===== config.mk =====
export PLATFORM = sky130hd
export DESIGN_NAME = sub_seq_ctrl
export DESIGN_NICKNAME = d
export VERILOG_FILES = /design/src/rtl/sub_seq_ctrl.sv
export SDC_FILE = /design/constraint.sdc
export NUM_CORES = 1
export LEC_CHECK = 0
export BUFFER_PORTS_ARGS = -buffer_cell sky130_fd_sc_hd__clkbuf_2
export CORE_UTILIZATION = 50
export DETAILED_ROUTE_END_ITERATION = 10
export GPL_ROUTABILITY_DRIVEN = 1
export PLACE_DENSITY = 0.76
export SYNTH_ARGS = -nofsm -noshare
export SYNTH_HDL_FRONTEND = slang
export SYNTH_SLANG_ARGS = --single-unit

===== constraint.sdc =====
create_clock -name clk -period 3.4 [get_ports clk]
set_input_delay 0.34 -clock clk [delete_from_list [all_inputs] [get_ports clk]]
set_output_delay 0.34 -clock clk [all_outputs]
set_load 0.03 [all_outputs]

===== src/rtl/sub_seq_ctrl.sv =====
// Byte-serial subtractor: one 8-bit subtract stage walks the operands LSB first,
// chaining the borrow, then holds the result until the consumer acknowledges it.
module sub_seq_ctrl #(
    parameter int NBYTES = 4
) (
    input  logic                  clk,
    input  logic                  rst_n,
    input  logic                  start,
    input  logic [8*NBYTES-1:0]   a,
    input  logic [8*NBYTES-1:0]   b,
    input  logic                  ci,
    input  logic                  out_ack,
    output logic                  busy,
    output logic                  out_valid,
    output logic [8*NBYTES-1:0]   s,
    output logic                  co,
    output logic                  zero,
    output logic                  ovf
);

    localparam int W  = 8 * NBYTES;
    localparam int CW = $clog2(NBYTES);

    localparam logic [1:0] IDLE = 2'd0;
    localparam logic [1:0] RUN  = 2'd1;
    localparam logic [1:0] DONE = 2'd2;

    logic [1:0]    state;
    logic [CW-1:0] cnt;
    logic [W-1:0]  a_q;
    logic [W-1:0]  b_q;
    logic          borrow;

    logic [7:0]    a_byte;
    logic [7:0]    b_byte;
    logic [8:0]    diff;
    logic [W-1:0]  s_next;
    logic          last;

    always_comb begin
        a_byte = '0;
        b_byte = '0;
        for (int unsigned k = 0; k < NBYTES; k++) begin
            if (cnt == CW'(k)) begin
                a_byte = a_q[8*k +: 8];
                b_byte = b_q[8*k +: 8];
            end
        end
        // 9-bit difference: bit 8 is set exactly when a_byte < b_byte + borrow
        diff   = {1'b0, a_byte} - {1'b0, b_byte} - {8'd0, borrow};
        s_next = s;
        for (int unsigned k = 0; k < NBYTES; k++) begin
            if (cnt == CW'(k)) s_next[8*k +: 8] = diff[7:0];
        end
        last = (cnt == CW'(NBYTES - 1));
    end

    always_ff @(posedge clk or negedge rst_n) begin
        if (!rst_n) begin
            state  <= IDLE;
            cnt    <= '0;
            a_q    <= '0;
            b_q    <= '0;
            borrow <= 1'b0;
            s      <= '0;
            co     <= 1'b0;
            zero   <= 1'b0;
            ovf    <= 1'b0;
        end else begin
            case (state)
                IDLE: begin
                    if (start) begin
                        a_q    <= a;
                        b_q    <= b;
                        borrow <= ci;
                        cnt    <= '0;
                        s      <= '0;
                        co     <= 1'b0;
                        zero   <= 1'b0;
                        ovf    <= 1'b0;
                        state  <= RUN;
                    end
                end
                RUN: begin
                    s      <= s_next;
                    borrow <= diff[8];
                    if (last) begin
                        co    <= diff[8];
                        zero  <= (s_next == '0);
                        ovf   <= (a_q[W-1] != b_q[W-1]) && (s_next[W-1] != a_q[W-1]);
                        state <= DONE;
                    end else begin
                        cnt <= cnt + 1'b1;
                    end
                end
                DONE: begin
                    if (out_ack) state <= IDLE;
                end
                default: state <= IDLE;
            endcase
        end
    end

    assign busy      = (state != IDLE);
    assign out_valid = (state == DONE);

endmodule


==> run summary <==
Worst Hold Endpoint -> state[1]$_DFFE_PN0P_
Critical path data arrival time -> 3.58 ns
Final hold vios -> 0
Slew Limit Fails -> 0
Antenna violations before repair -> 0
Largest family of logic cells by synthesized area -> compound AO/OA/AOI/OAI gates
DR vias/cell -> 5.50
Synthesized area -> 5140 sq um
Clock tree sinks -> 104
First-pass GRT wire length -> 19.1 mm
Critical path fanouts, max -> 8
Final non-filler cell total -> 721
CORE AREA -> 9860 sq um
Yosys reg bits -> 104
Reg-to-reg endpoint -> ovf$_DFFE_PN0P_
Clock-pin slew on the worst setup and hold paths -> 0.10 ns
Starting Density -> 0.521
Fmax -> 302 MHz
Buffers plus inverters on the worst setup path -> 3
Number of core rows -> 36
Max_cap viols -> 0
Most used cell, CP -> nor2_1
P&R area growth vs syn -> 25.3%
Period minus WS final -> 3.31 ns
Crit end category -> flip-flop
Synth cell types -> 48
DP Cell Count -> 695
Layout Skew -> 0.00952 ns
EDFF count, synth -> 0
WHS Path Cells -> 2
Dominant cells by area after synthesis -> dfrtp_1, mux2_2, a21oi_1
Die area -> 10700 sq um
Actual slew at the worst max-slew pin -> 0.809 ns
Dpl hpwl -> 8.98 mm
R2r startpoint -> cnt[0]$_DFFE_PN0P_
Final nets -> 670
Antenna diodes -> 0
Routed wire length -> 12.1 mm
CTS tree -> yes
DRC violations left -> 0
Fin util -> 0.653
Iteration-0 DRC Markers -> 217
Hold wc startpoint -> out_ack
CP max-delay cell -> dfrtp_1
Synthesis Warnings -> 0
Io pins -> 106
Total track usage -> 0.241
Clock Latency Late Sink -> 0.38 ns
Mean Syn Cell Area -> 11.1 sq um
Mapped Nets -> 548
Startpoint type of the worst setup path -> flip-flop
CP max stage delay -> 0.44 ns
Die Span Y -> 103 microns
Final setup viols -> 0
Tcrit/Tclk final -> 0.973
Setup_tns -> 0 ns
Fillers -> 756
Routability Congestion -> 0.875
Worst Path Class, Setup -> flip-flop to flip-flop
Mux cell area share after synthesis -> 0.144
Delay-heaviest family, CP -> compound AO/OA/AOI/OAI gates
Worst Slack Setup Final -> 0.0921 ns
Required time of the worst setup path -> 3.67 ns
CTS Root Cell -> clkbuf_8
Adder-cell share of the synthesized area -> 0.0467
Post-Synth XOR/XNOR Area -> 0.0119
Post-synthesis simple-gate area fraction -> 0.0991
CTS buffer count -> 9
Compound-cell area share of the yosys netlist -> 0.151
DR vias -> 3967
DRT Pass-1 Iters -> 4
Port-buffer cells -> 105
Routed WL per cell -> 16.8 microns
Sequential share of the synthesized area -> 0.506
Proportion of layout cells with a drive suffix above 1 -> 0.434
CP Cell Sequence -> buf_6, ha_4, buf_12, nor2_1, a21oi_1, nor2_1, a21oi_2, nor2_1, a21oi_1, ha_1, inv_1, ha_4, nand2_2, nor2_1, a211oi_2, nand2_2, o311ai_4, nor4b_2, a221o_1
Vias in the first global route -> 3966
Final ANT Viol Nets -> 0
Pin count of the biggest net entering global routing -> 44
Outcome -> finished, final reports clean
Cell taking the most area after synthesis -> dfrtp_1
Post-Synthesis Cells -> 461
H-Tree Depth -> 3
CTS Buffer Depth -> 2
Reg2reg setup slack -> 0.09 ns
Ys async rst share -> 1.00
Hold Path Class -> primary input to flip-flop
Yosys top cell area share -> 0.506
Die W -> 103 microns
Max_slew headroom -> 0.459
Grt ovf -> 0
Reg2Reg Depth -> 19
Place WS -> -0.00108 ns
Most used DFF post-synth -> dfrtp_1
## Yosys cell counts, types with 2 or more instances
cell type / n
nand2b_1: 4
nor2b_1: 2
clkbuf_1: 16
a21oi_1: 48
dfrtp_1: 104
a22o_1: 18
mux2i_1: 2
buf_2: 8
buf_1: 2
nor3_1: 2
a211oi_1: 3
nand3b_1: 2
xor2_1: 5
mux2_2: 64
a32o_1: 13
a21o_1: 2
and2_1: 3
inv_1: 19
nor2_1: 50
buf_6: 2
o21ai_0: 12
ha_1: 16
fa_1: 2
nand2_1: 30
nor4_1: 8
xnor2_1: 2
## cell type report
type,instances,area (sq um),share of cell area
clock inverters,5,103,0.0159
well taps,133,166,0.0259
inverters,19,71.3,0.0111
clock buffers,11,151,0.0235
repair buffers,140,861,0.134
flip-flops and latches,104,2600,0.404
multi-input cells,309,2480,0.386
## worst max path at each step
stage / from / end / slack [ns] / cells past startpoint
after floorplan: cnt[0]$_DFFE_PN0P_ / ovf$_DFFE_PN0P_ / 0.03 / 21
after global placement: cnt[0]$_DFFE_PN0P_ / zero$_DFFE_PN0P_ / 0.08 / 20
after detailed placement: cnt[0]$_DFFE_PN0P_ / co$_DFFE_PN0P_ / -0.001 / 20
after CTS: cnt[1]$_DFFE_PN0P_ / zero$_DFFE_PN0P_ / 0.03 / 20
after global routing: cnt[0]$_DFFE_PN0P_ / zero$_DFFE_PN0P_ / -0.08 / 20
final: cnt[0]$_DFFE_PN0P_ / ovf$_DFFE_PN0P_ / 0.09 / 19
## state kept, by name (all words and copies together), names as in the netlist
name	flops
ovf	1
co	1
cnt	2
b_q	32
borrow	1
state	2
a_q	32
zero	1
s	32
## through the flow
step	cell area [sq um]	hold WS, ns
final	6440	0.160
after global routing	6440	0.144
after CTS	6200	0.153
after detailed placement	5920	0.356
after global placement	5920	0.356
after floorplan	5150	0.0444
## routing by layer
metal,vias up,wire length (microns),GRT usage
li1,1874,-,-
met1,1929,5200,0.302
met2,138,5890,0.404
met3,26,696,0.0497
met4,0,318,0.106
met5,-,0,0
## placed cells by master (no fill, tap or decap), types with 3 or more instances in the layout
master     count
inv_2          3
nor4_1         8
buf_4         29
o21ai_0       10
a21oi_1       38
xor2_1         3
nor2_1        47
ha_1           9
a32o_1        13
a21oi_2       10
clkbuf_2     104
ha_4           5
nand2b_1       4
and2_1         3
nand2_1       29
inv_1         16
dfrtp_1      104
a22o_1        18
mux2_2        64
o21ai_1        3
bufinv_16      3
clkbuf_8      11
## cell families (layout without fill, tap and decap cells)
family,after synthesis,after routing
buffers and inverters,48,175
AND/OR/NAND/NOR,109,109
XOR/XNOR,7,7
flip-flops,104,104
AO/OA/AOI/OAI,109,109
adder cells (fa/ha/maj),18,18
multiplexers,66,66
## repair_timing
action | 4_1_cts | 5_1_grt
hold endpoints to repair | 41 | 0
buffers inserted | 1 | 6
endpoints found under the setup margin | 4 | 20
pin swaps | 3 | 13
resized for setup | 3 | 30
hold buffers | 1 | 0
cloned | 0 | 2
Power is left out: the tool's default activity adds up to more than one toggle a clock period on the data nets, which glitch-free logic cannot reach.
